## src/rtl/dmem_responder.sv

```systemverilog
// Data-memory responder: accepts one load/store at a time, holds it for LATENCY
// cycles, then commits the access and returns the word with a one-cycle rvalid pulse.
module dmem_responder #(
  parameter int unsigned DEPTH   = 64,
  parameter int unsigned LATENCY = 2
) (
  input  logic        clk,
  input  logic        reset,
  input  logic        req,
  input  logic        we,
  input  logic [3:0]  be,
  input  logic [31:0] addr,
  input  logic [31:0] wdata,
  output logic        ready,
  output logic        rvalid,
  output logic [31:0] rdata,
  output logic        stall,
  output logic        err
);

  localparam int unsigned AW = (DEPTH > 1) ? $clog2(DEPTH) : 1;
  localparam int unsigned CW = 4;
  localparam int unsigned WW = 30;

  typedef enum logic [1:0] {S_IDLE, S_WAIT, S_RESP} state_e;

  state_e          state_q, state_d;
  logic [CW-1:0]   cnt_q, cnt_d;
  logic            we_q, we_d;
  logic [3:0]      be_q, be_d;
  logic [WW-1:0]   word_q, word_d;
  logic [31:0]     wdata_q, wdata_d;
  logic            rvalid_q, rvalid_d;
  logic [31:0]     rdata_q, rdata_d;
  logic            err_q, err_d;

  logic [31:0]     mem [DEPTH];

  logic            is_idle_c;
  logic            op_we_c;
  logic [3:0]      op_be_c;
  logic [WW-1:0]   op_word_c;
  logic [31:0]     op_wdata_c;
  logic            in_range_c;
  logic [31:0]     rd_word_c;
  logic [31:0]     merged_c;
  logic            commit_c;
  logic            mem_we_c;
  logic            unused_addr_c;

  assign unused_addr_c = ^addr[1:0];

  // With LATENCY=1 the commit happens on the accepting edge, so use live inputs in IDLE.
  always_comb begin
    is_idle_c  = (state_q == S_IDLE);
    op_we_c    = is_idle_c ? we          : we_q;
    op_be_c    = is_idle_c ? be          : be_q;
    op_word_c  = is_idle_c ? addr[31:2]  : word_q;
    op_wdata_c = is_idle_c ? wdata       : wdata_q;
    in_range_c = (op_word_c < WW'(DEPTH));
    rd_word_c  = in_range_c ? mem[op_word_c[AW-1:0]] : '0;
    for (int i = 0; i < 4; i++) begin
      merged_c[8*i +: 8] = op_be_c[i] ? op_wdata_c[8*i +: 8] : rd_word_c[8*i +: 8];
    end
  end

  // Next-state and response logic.
  always_comb begin
    state_d  = state_q;
    cnt_d    = cnt_q;
    we_d     = we_q;
    be_d     = be_q;
    word_d   = word_q;
    wdata_d  = wdata_q;
    rvalid_d = 1'b0;
    rdata_d  = rdata_q;
    err_d    = err_q;
    commit_c = 1'b0;

    case (state_q)
      S_IDLE: begin
        if (req) begin
          we_d    = we;
          be_d    = be;
          word_d  = addr[31:2];
          wdata_d = wdata;
          cnt_d   = CW'(LATENCY - 1);
          if (LATENCY > 1) begin
            state_d = S_WAIT;
          end else begin
            state_d  = S_RESP;
            commit_c = 1'b1;
          end
        end
      end
      S_WAIT: begin
        cnt_d = cnt_q - CW'(1);
        if (cnt_q == CW'(1)) begin
          state_d  = S_RESP;
          commit_c = 1'b1;
        end
      end
      S_RESP: state_d = S_IDLE;
      default: state_d = S_IDLE;
    endcase

    if (commit_c) begin
      rvalid_d = 1'b1;
      if (in_range_c) begin
        rdata_d = op_we_c ? merged_c : rd_word_c;
      end else begin
        rdata_d = '0;
        err_d   = 1'b1;
      end
    end
  end

  assign mem_we_c = commit_c && in_range_c && op_we_c;

  always_ff @(posedge clk) begin
    if (reset) begin
      state_q  <= S_IDLE;
      cnt_q    <= '0;
      we_q     <= 1'b0;
      be_q     <= '0;
      word_q   <= '0;
      wdata_q  <= '0;
      rvalid_q <= 1'b0;
      rdata_q  <= '0;
      err_q    <= 1'b0;
    end else begin
      state_q  <= state_d;
      cnt_q    <= cnt_d;
      we_q     <= we_d;
      be_q     <= be_d;
      word_q   <= word_d;
      wdata_q  <= wdata_d;
      rvalid_q <= rvalid_d;
      rdata_q  <= rdata_d;
      err_q    <= err_d;
    end
  end

  // Array is not reset; a reset on the commit edge drops the pending store.
  always_ff @(posedge clk) begin
    if (mem_we_c && !reset) begin
      mem[op_word_c[AW-1:0]] <= merged_c;
    end
  end

  assign ready  = (state_q == S_IDLE);
  assign rvalid = rvalid_q;
  assign rdata  = rdata_q;
  assign err    = err_q;
  assign stall  = req && !rvalid_q;

endmodule

```

## config.mk

```make
export PLATFORM = sky130hd
export DESIGN_NAME = dmem_responder
export DESIGN_NICKNAME = d
export VERILOG_FILES = /design/src/rtl/dmem_responder.sv
export SDC_FILE = /design/constraint.sdc
export NUM_CORES = 2
export LEC_CHECK = 0
export CORE_AREA = 2 2 416 418
export DETAILED_ROUTE_END_ITERATION = 8
export DIE_AREA = 0 0 418 420
export SLEW_MARGIN = 20
export SYNTH_ARGS = -nofsm -noshare
export SYNTH_HDL_FRONTEND = slang
export SYNTH_SLANG_ARGS = --single-unit
```

## constraint.sdc

```tcl
create_clock -name clk -period 12 [get_ports clk]
set_input_delay 3.6 -clock clk [delete_from_list [all_inputs] [get_ports clk]]
set_output_delay 3.6 -clock clk [all_outputs]
set_load 0.03 [all_outputs]
```

==> impl_metrics.py <==
metrics = {
    "setup_path": {
        "critical-path-max-stage-delay_ns": 1.11,
        "path_class": "input port to flip-flop",
        "critPathMaxFanout": 48,
        "regToRegEndpoint": "mem[14][13]$_DFFE_PP_",
        "arrival_ns": 9.97,
        "critPathBufInv": 4,
        "setup.worst_path.end_class": "flip-flop",
        "r2r_start": "state_q[0]$_SDFFE_PP0P_",
        "critPathRequiredTime_ns": 12.57,
        "start_kind": "input port",
        "path_cells": "clkdlybuf4s50_1 -> buf_4 -> or3_1 -> a2bb2oi_4 -> buf_4 -> o22ai_1 -> nor2_1 -> nand2_1 -> a2111oi_1 -> o2111ai_1 -> o22ai_4 -> buf_4",
        "reg2reg_depth": 13,
        "slowest_stage": "a2111oi_1",
        "path_delay_family": "compound AO/OA/AOI/OAI gates",
        "r2r_slack_ns": 5.30,
        "cpMostUsedCell": "buf_4",
    },
    "clock_network": {
        "clk_pin_slew_ns": 0.06,
        "cts_root_buffer": "clkbuf_16",
        "htreeDepth": 4,
        "cts_tree": "done",
        "cts.repair.resized": 0,
        "cts_setup_buffers": 0,
        "clockBufferDepth": 3,
        "clock_latency_ns": 0.87,
        "numCtsBuffers": 206,
        "holdBufCountCts": 0,
        "clkSinkCount": 2155,
    },
    "global_routing": {
        "overflow": 0,
        "use_met2_pct": 50.7,
        "grt_max_degree": 91,
        "grt_use_met3_pct": 9.56,
        "grt_pass1_wl_um": 407000,
        "antenna_found_initial": 16,
        "grt_pass1_vias": 50600,
        "grt-busiest-layer": "met2",
        "grtUsageMet1_pct": 44.9,
        "grt_usage_pct": 33.4,
    },
    "yosys": {
        "ys.flop_type": "edfxtp_1",
        "synth_edf_count": 2048,
        "seq_area_frac_synth_pct": 78.0,
        "synth_top_family_by_area": "compound AO/OA/AOI/OAI gates",
        "syn_inst": 5376,
        "synthXorXnorAreaFrac_pct": 0,
        "synth_compound_area_share_pct": 12.0,
        "avgSynthCellArea_um2": 15.2,
        "synthSimpleGateAreaFrac_pct": 7.09,
        "synthTopCellsByArea": "edfxtp_1, o22ai_1, dfxtp_1",
        "syn_area_um2": 81600,
        "synth_most_common_cell": "edfxtp_1",
        "yosysWarningCount": 0,
        "syn_nets": 5450,
        "synth_cell_types": 87,
        "synth.largest_area_cell": "edfxtp_1",
        "synthMuxAreaShare_pct": 0.773,
        "ys_async_sr_fraction_pct": 0,
        "ys_top_cells_by_count": "edfxtp_1, o22ai_1, nand2_1",
        "synth_top_area_share_pct": 75.3,
        "ys_ff_latch": 2155,
        "synth_fa_ha_area_share_pct": 0.0307,
    },
    "timing": {
        "fin_setup_tns_ns": 0,
        "slew_violations": 0,
        "setup_viol": 0,
        "fmax_ghz": 0.106,
        "finalHoldViolCount": 0,
        "final.setup.worst_slack_ns": 2.60,
        "slew_headroom_pct": 9.61,
        "skew_ns": 0.0267,
        "final.min_clock_period_ns": 9.40,
        "worst_pin_slew_ns": 1.34,
        "min_period_over_period_pct": 78.4,
        "rsz0062_at_grt": "false",
    },
    "job": {
        "cap_violations": 0,
    },
    "hold_path": {
        "min_to": "word_q[7]$_SDFFE_PP0P_",
        "hold-path-cell-count": 2,
        "hold_class": "flip-flop to flip-flop",
        "hp-start": "word_q[7]$_SDFFE_PP0P_",
    },
    "floorplan": {
        "pin_count": 108,
        "die_x_um": 418,
        "rows": 152,
        "start_util_pct": 47.7,
        "coreArea_um2": 171000,
        "die-area_um2": 176000,
        "chipHeight_um": 420,
    },
    "drt": {
        "wl_um": 297000,
        "vias": 54900,
        "drtAntennaViolNets": 1,
        "drt_first_pass_iters": 8,
        "avgRoutedWirePerCell_um": 37.1,
        "avgViaCountPerCell": 6.86,
        "drt_iter0_drc": 8876,
        "drc": 0,
    },
    "place": {
        "pre_cts_slack_ns": 2.21,
        "placed_cells": 7618,
        "finalWeightedCongestion": 0.910,
        "io_buffers": 105,
        "dp_hpwl_um": 172000,
    },
    "finish": {
        "fin_util_pct": 54.8,
        "stdcell_count": 8015,
        "drive_gt1_share_pct": 12.5,
        "nets": 5668,
        "area_growth_pct": 14.7,
    },
    "pwr": {
        "ir_drop_v": 0.000173,
        "power_density_nw_per_um2": 175,
        "leakage_uw": 0.0303,
    },
    "outcome": {
        "violations": "antenna violations",
        "outcome": "finished, violations left",
    },
}
-- state kept, by name, summed over array words and instances (netlist names) --
name,count
cnt_q,4
err,1
we_q,1
rdata,32
state_q,2
word_q,30
wdata_q,32
mem,2048
be_q,4
rvalid,1
-- layout make-up --
type	instances	area, µm²
diodes	13	32.5
clock buffers	262	5480
clock inverters	121	970
fillers	13500	77400
inverters	9	35.0
multi-input cells	2861	17400
flip-flops and latches	2155	63600
well taps	2233	2790
repair buffers	361	3250
-- worst min-delay path: stages (launching register included) --
cell and delay [ns]:
dfxtp_1 0.31, nand2_1 0.05, a21oi_1 0.05
-- routing by layer --
metal	vias to the layer above	routed length, µm
met5	-	243
met4	14	15200
met3	765	40500
met2	4237	133000
met1	28000	108000
li1	22000	-
-- logic make-up (layout without fill, tap and decap cells) --
logic type,count (synthesis),in the layout
other,0,13
muxes,62,62
AOI/OAI and AO/OA,1522,1522
DFF,2155,2155
and+or+nand+nor,1275,1275
adders and majority gates,2,2
buffers and inverters,360,753
-- power breakdown --
part	switching, µW	internal, µW	leakage (µW)
logic	1280	395	0.00753
registers	10.3	8380	0.0196
clock network	2810	3500	0.00316
-- layout by cell type (no fill, tap or decap), types with 75 or more instances in the layout --
master              n
a21oi_1           386
nor3_1            105
nor2_1            362
clkdlybuf4s50_1   104
nand2_1           426
nor4_1             75
clkbuf_16         210
dfxtp_1           107
o22ai_1           661
buf_4             234
edfxtp_1         2048
-- worst max-delay path by stage --
stage,start,endpoint,depth (start not counted)
floorplan,addr[4],mem[0][26]$_DFFE_PP_,11
global placement,addr[4],mem[13][9]$_DFFE_PP_,12
detailed placement,addr[4],mem[0][1]$_DFFE_PP_,12
CTS,addr[4],mem[13][1]$_DFFE_PP_,12
global route,addr[4],mem[46][13]$_DFFE_PP_,12
finish,addr[4],mem[14][13]$_DFFE_PP_,12
-- through the flow --
stage | instance area [µm²] | hold WS (ns) | power, µW
3_5_place_dp | 87100 | 0.446 | 10200
3_3_place_gp | 87000 | 0.441 | 10100
6_report | 93600 | 0.454 | 16400
2_1_floorplan | 81600 | 0.433 | 9330
4_1_cts | 93500 | 0.454 | 16300
5_1_grt | 93600 | 0.473 | 16700
(Power assumes the default switching activity.)
